**config.mk**
```make
export PLATFORM = sky130hd
export DESIGN_NAME = vga_sync_generator
export DESIGN_NICKNAME = d
export VERILOG_FILES = /design/src/rtl/vga_pkg.sv /design/src/rtl/vga_axis_counter.sv /design/src/rtl/vga_sync_generator.sv
export SDC_FILE = /design/constraint.sdc
export NUM_CORES = 1
export LEC_CHECK = 0
export ABC_CLOCK_PERIOD_IN_PS = 4600
export CAP_MARGIN = 20
export CORE_MARGIN = 2
export CORE_UTILIZATION = 39
export CTS_CLUSTER_SIZE = 8
export DETAILED_ROUTE_END_ITERATION = 8
export PLACE_DENSITY = 0.7
export SYNTH_ARGS = -nofsm -noshare
export SYNTH_HDL_FRONTEND = slang
export SYNTH_HIERARCHICAL = 1
export SYNTH_SLANG_ARGS = --single-unit
```
**constraint.sdc**
```tcl
create_clock -name vgaClk -period 4.6 [get_ports vgaClk]
set_input_delay 0.69 -clock vgaClk [delete_from_list [all_inputs] [get_ports vgaClk]]
set_output_delay 0.69 -clock vgaClk [all_outputs]
set_load 0.02 [all_outputs]
```
**src/rtl/vga_pkg.sv**
```systemverilog
// Shared VGA timing defaults and types for the 640x480@60 Hz sync generator.
package vga_pkg;

    typedef logic [7:0] pixel_t;   // RRRGGGBB
    typedef logic [9:0] coord_t;   // 10-bit pixel/line counter

    // Default 640x480@60 Hz timing (25 MHz pixel clock)
    localparam int unsigned DEF_H_ACTIVE = 640;
    localparam int unsigned DEF_H_FRONT  = 16;
    localparam int unsigned DEF_H_SYNC   = 96;
    localparam int unsigned DEF_H_BACK   = 48;
    localparam int unsigned DEF_V_ACTIVE = 480;
    localparam int unsigned DEF_V_FRONT  = 10;
    localparam int unsigned DEF_V_SYNC   = 2;
    localparam int unsigned DEF_V_BACK   = 33;
    localparam logic        DEF_SYNC_POL = 1'b0;  // active-low syncs

    localparam int unsigned H_TOTAL = DEF_H_ACTIVE + DEF_H_FRONT + DEF_H_SYNC + DEF_H_BACK;
    localparam int unsigned V_TOTAL = DEF_V_ACTIVE + DEF_V_FRONT + DEF_V_SYNC + DEF_V_BACK;

    // Colour-bar pattern: bar index bits replicated into the R, G and B fields
    function automatic pixel_t bar_colour(logic [2:0] idx);
        return {{3{idx[2]}}, {3{idx[1]}}, {2{idx[0]}}};
    endfunction

endpackage

```
**src/rtl/vga_axis_counter.sv**
```systemverilog
// One timing axis: wrapping counter plus active-area and sync-window decode.
module vga_axis_counter
    import vga_pkg::*;
#(
    parameter int unsigned ACTIVE = DEF_H_ACTIVE,
    parameter int unsigned FRONT  = DEF_H_FRONT,
    parameter int unsigned SYNC   = DEF_H_SYNC,
    parameter int unsigned BACK   = DEF_H_BACK
) (
    input  logic   clk,
    input  logic   rst_n,
    input  logic   enable,
    output coord_t count,
    output logic   last,
    output logic   active,
    output logic   sync_on
);

    localparam int unsigned TOTAL = ACTIVE + FRONT + SYNC + BACK;

    if (TOTAL > 1024) begin : g_total_check
        $error("vga_axis_counter: axis total does not fit a 10-bit counter");
    end

    // Window bounds kept 11 bits wide so an end bound of 1024 does not alias to 0
    localparam coord_t     LAST_CNT   = coord_t'(TOTAL - 1);
    localparam logic [10:0] ACTIVE_END = 11'(ACTIVE);
    localparam logic [10:0] SYNC_START = 11'(ACTIVE + FRONT);
    localparam logic [10:0] SYNC_END   = 11'(ACTIVE + FRONT + SYNC);

    coord_t      count_q;
    logic [10:0] count_ext;

    assign count_ext = {1'b0, count_q};
    assign count     = count_q;
    assign last      = (count_q == LAST_CNT);
    assign active    = (count_ext < ACTIVE_END);
    assign sync_on   = (count_ext >= SYNC_START) && (count_ext < SYNC_END);

    // Counter advances when enabled, wrapping after the last position
    always_ff @(posedge clk) begin
        if (!rst_n) begin
            count_q <= '0;
        end else if (enable) begin
            count_q <= last ? '0 : count_q + 1'b1;
        end
    end

endmodule

```
**src/rtl/vga_sync_generator.sv**
```systemverilog
// VGA sync generator: stage-0 counters issue framebuffer addresses, stage-1 registers
// syncs so they line up with the pixel returned by the 1-cycle-latency framebuffer.
// Optional build macro VGA_TEST_PATTERN_EN replaces pixelIn with 128-pixel colour bars.
module vga_sync_generator
    import vga_pkg::*;
#(
    parameter int unsigned H_ACTIVE = DEF_H_ACTIVE,
    parameter int unsigned H_FRONT  = DEF_H_FRONT,
    parameter int unsigned H_SYNC   = DEF_H_SYNC,
    parameter int unsigned H_BACK   = DEF_H_BACK,
    parameter int unsigned V_ACTIVE = DEF_V_ACTIVE,
    parameter int unsigned V_FRONT  = DEF_V_FRONT,
    parameter int unsigned V_SYNC   = DEF_V_SYNC,
    parameter int unsigned V_BACK   = DEF_V_BACK,
    parameter logic        SYNC_POL = DEF_SYNC_POL
) (
    input  logic   vgaClk,
    input  logic   resetN,
    input  pixel_t pixelIn,
    output coord_t pixelX,
    output coord_t pixelY,
    output logic   addrValid,
    output logic   hsync,
    output logic   vsync,
    output pixel_t rgb,
    output logic   videoOn,
    output logic   frameStart
);

    logic h_last, h_active, h_sync_on;
    logic v_active, v_sync_on;

    vga_axis_counter #(
        .ACTIVE (H_ACTIVE),
        .FRONT  (H_FRONT),
        .SYNC   (H_SYNC),
        .BACK   (H_BACK)
    ) u_h_axis (
        .clk     (vgaClk),
        .rst_n   (resetN),
        .enable  (1'b1),
        .count   (pixelX),
        .last    (h_last),
        .active  (h_active),
        .sync_on (h_sync_on)
    );

    // Vertical axis steps once per line, on the horizontal wrap
    vga_axis_counter #(
        .ACTIVE (V_ACTIVE),
        .FRONT  (V_FRONT),
        .SYNC   (V_SYNC),
        .BACK   (V_BACK)
    ) u_v_axis (
        .clk     (vgaClk),
        .rst_n   (resetN),
        .enable  (h_last),
        .count   (pixelY),
        .last    (),
        .active  (v_active),
        .sync_on (v_sync_on)
    );

    assign addrValid = h_active && v_active;

    // Stage 1: syncs, video-on and frame marker delayed to match framebuffer latency
    always_ff @(posedge vgaClk) begin
        if (!resetN) begin
            hsync      <= ~SYNC_POL;
            vsync      <= ~SYNC_POL;
            videoOn    <= 1'b0;
            frameStart <= 1'b0;
        end else begin
            hsync      <= h_sync_on ? SYNC_POL : ~SYNC_POL;
            vsync      <= v_sync_on ? SYNC_POL : ~SYNC_POL;
            videoOn    <= addrValid;
            frameStart <= (pixelX == '0) && (pixelY == '0);
        end
    end

`ifdef VGA_TEST_PATTERN_EN
    logic [2:0] bar_q;

    // Bar index tracks the address issued last cycle, like a framebuffer read
    always_ff @(posedge vgaClk) begin
        if (!resetN) begin
            bar_q <= '0;
        end else begin
            bar_q <= pixelX[9:7];
        end
    end

    assign rgb = videoOn ? bar_colour(bar_q) : 8'h00;
`else
    // Mux (not AND-mask) so unknown framebuffer data during blanking never reaches rgb
    assign rgb = videoOn ? pixelIn : 8'h00;
`endif

endmodule

```
==> results.md <==
* Status: finished clean
* Worst-path clk slew at 0.15 ns
* Worst-Skew Late Latency at ~0.32 ns
* Placed cell areas at ~0.0017 mm^2
* WP buf/inv at 0
* Final ANT Viol Nets at 0
* I/O pin count at 43
* DP Wirelength at approximately 2100 um
* Top delay family on crit path: simple AND/OR/NAND/NOR gates
* Worst Setup Path Type: reg2reg
* Die area at approximately 0.0037 mm^2
* Setup TNS at 0 ns
* CTS tree: yes
* Critical path cell sequence: or4b_4 > nor3_1 > nand3_2 > or4_1 > a21oi_1
* Post-CTS Setup Repair Bufs at 0
* Via count at roughly 1200
* Crit Path Max Fanout at 10
* Max Cap Viol at 0
* Vias per cell at just over 5
* Final critical-path share of the clock period at 0.615
* Worst path slowest cell: nor3_1
* CP required at 4.85 ns
* Grt ovf at 0
* Layout area overhead at 39.9%
* Die H at 60.6 um
* WL final at 3020 um
* Initial Utilization at 0.410
* Endpoints failing setup at 0
* Maximum clock rate at approximately 0.35 GHz
* RSZ-0062 raised after global routing: false
* Initial antenna violation count at 0
* CORE AREA at slightly above 0.003 mm^2
* P_leak at approximately 0.59 nW
* Crit end category: flip-flop
* Final Power at between 0.4 and 0.5 mW
* Setup Skew at approximately 0.017 ns
* N_diodes at 0
* Syn Inst Count at around 140
* Row count at 20
* DR iter-0 viols at 43
* Design area at 0.00175 mm^2
* DRC at 0
* Mapped Area at ~0.0013 mm^2
* Routed len/inst at 13.1 um
* Net count after synthesis at about 160
* CTS Hold Bufs at 0
* Final-report max-slew violation count at 0
* Filler Cell Count at between 300 and 400
* Die Width at roughly 60 um
* Gates resized, CTS repair at 0
* Clock sink total at 24
* Largest net degree at the start of global routing at 15
* Max rail drop VDD at between 0.0002 and 0.00025 V
* Fin nets at about 200
* Fin crit period at around 2.8 ns
* First-pass DRT Iterations at 4
* HP Class: reg2reg
* Final Hold Fails at 0
* WP data arrival at 3.08 ns
* GPL Wtd Cong at approximately 0.82
* Post-synthesis area per instance at about 8.7 um^2
* Max clock buf depth at 2
* PwrDens at 240 mW/mm^2
* Share of layout cells above drive strength 1 at 0.0699
* Worst slew pin tran at a little over 0.9 ns
* Hold slack at 0.551 ns
* Clock Root Buffer: clkbuf_4
* First-pass GRT wire length at 4770 um
* Number of port buffers at 42
* Gr usage total at 0.172
* Num CTS Buffers at 3
* Max-slew headroom at 0.373
* H-tree depth at 1
* Vias in the first global route at around 1100
* Worst stage delay on the critical path at 0.77 ns
* Yosys warning count at 6
* Crit path launch type: flip-flop
[registers in the layout, indices dropped and copies added (netlist names)]
signal          count
frameStart          1
hsync               1
u_h_axis/count     10
u_v_axis/count     10
videoOn             1
vsync               1
[layout make-up]
class / instances / area, um^2 / area share
timing repair buffer: 42 / 420 / 0.240
tap: 44 / 55.1 / 0.0315
inverter: 5 / 18.8 / 0.0107
clock buffer: 3 / 22.5 / 0.0129
multi-input combinational: 111 / 723 / 0.413
clock inverter: 1 / 30.0 / 0.0172
sequential: 24 / 480 / 0.274
[through the flow]
stage,setup WS [ns],utilization,std cells
after floorplan,2.45,-,144
after global placement,1.92,0.556,226
after CTS,1.77,0.573,230
after global routing,1.54,0.573,230
after detailed placement,1.84,0.556,226
final,1.77,0.573,230
[routing by layer]
metal / up-vias / share of wire / GRT usage
met5: - / 0 / 0
li1: 600 / - / -
met4: 0 / 0.017 / 0.106
met2: 38 / 0.46 / 0.270
met3: 4 / 0.051 / 0.0213
met1: 546 / 0.47 / 0.225
[worst register-to-register path, delay by kind of cell, from the launching register on]
family,cells,cell delay (ns)
DFF,1,0.42
AOI/OAI and AO/OA,1,0.15
and+or+nand+nor,4,2.19
[where the power goes]
part	total [mW]	leakage [nW]	internal [mW]	switching, mW
Combinational	0.0482	0.365	0.0263	0.0219
Clock	0.155	0.0279	0.0881	0.0664
Sequential	0.216	0.194	0.211	0.00511
Total	0.419	0.587	0.326	0.0934
[path summary, 6_finish.rpt]
| check | end | from | slack, ns | cells after the start |
|---|---|---|---|---|
| max reg2reg | u_v_axis/count[7] | u_h_axis/count[5] | 1.77 | 5 |
| min | u_v_axis/count[8] | u_v_axis/count[8] | 0.55 | 2 |
| min reg2reg | u_v_axis/count[8] | u_v_axis/count[8] | 0.55 | 2 |
| max | u_v_axis/count[7] | u_h_axis/count[5] | 1.77 | 5 |
[cell usage in the layout, fill, tap and decap left out, types with 2 or more instances in the layout]
| master | n |
|---|---|
| a21oi_1 | 10 |
| and2_1 | 9 |
| clkbuf_4 | 3 |
| clkdlybuf4s50_1 | 42 |
| dfxtp_1 | 24 |
| ha_1 | 4 |
| inv_1 | 5 |
| mux2i_1 | 2 |
| nand2_1 | 13 |
| nand3_1 | 2 |
| nand4_1 | 8 |
| nor2_1 | 12 |
| nor2b_1 | 2 |
| nor3_1 | 3 |
| nor4_1 | 3 |
| o21ai_0 | 7 |
| o31ai_1 | 4 |
| or3_1 | 5 |
| or3_2 | 2 |
| or4_1 | 4 |
| xnor2_1 | 2 |
| xor2_1 | 6 |
Note: power is estimated with default switching activity, not from simulation.
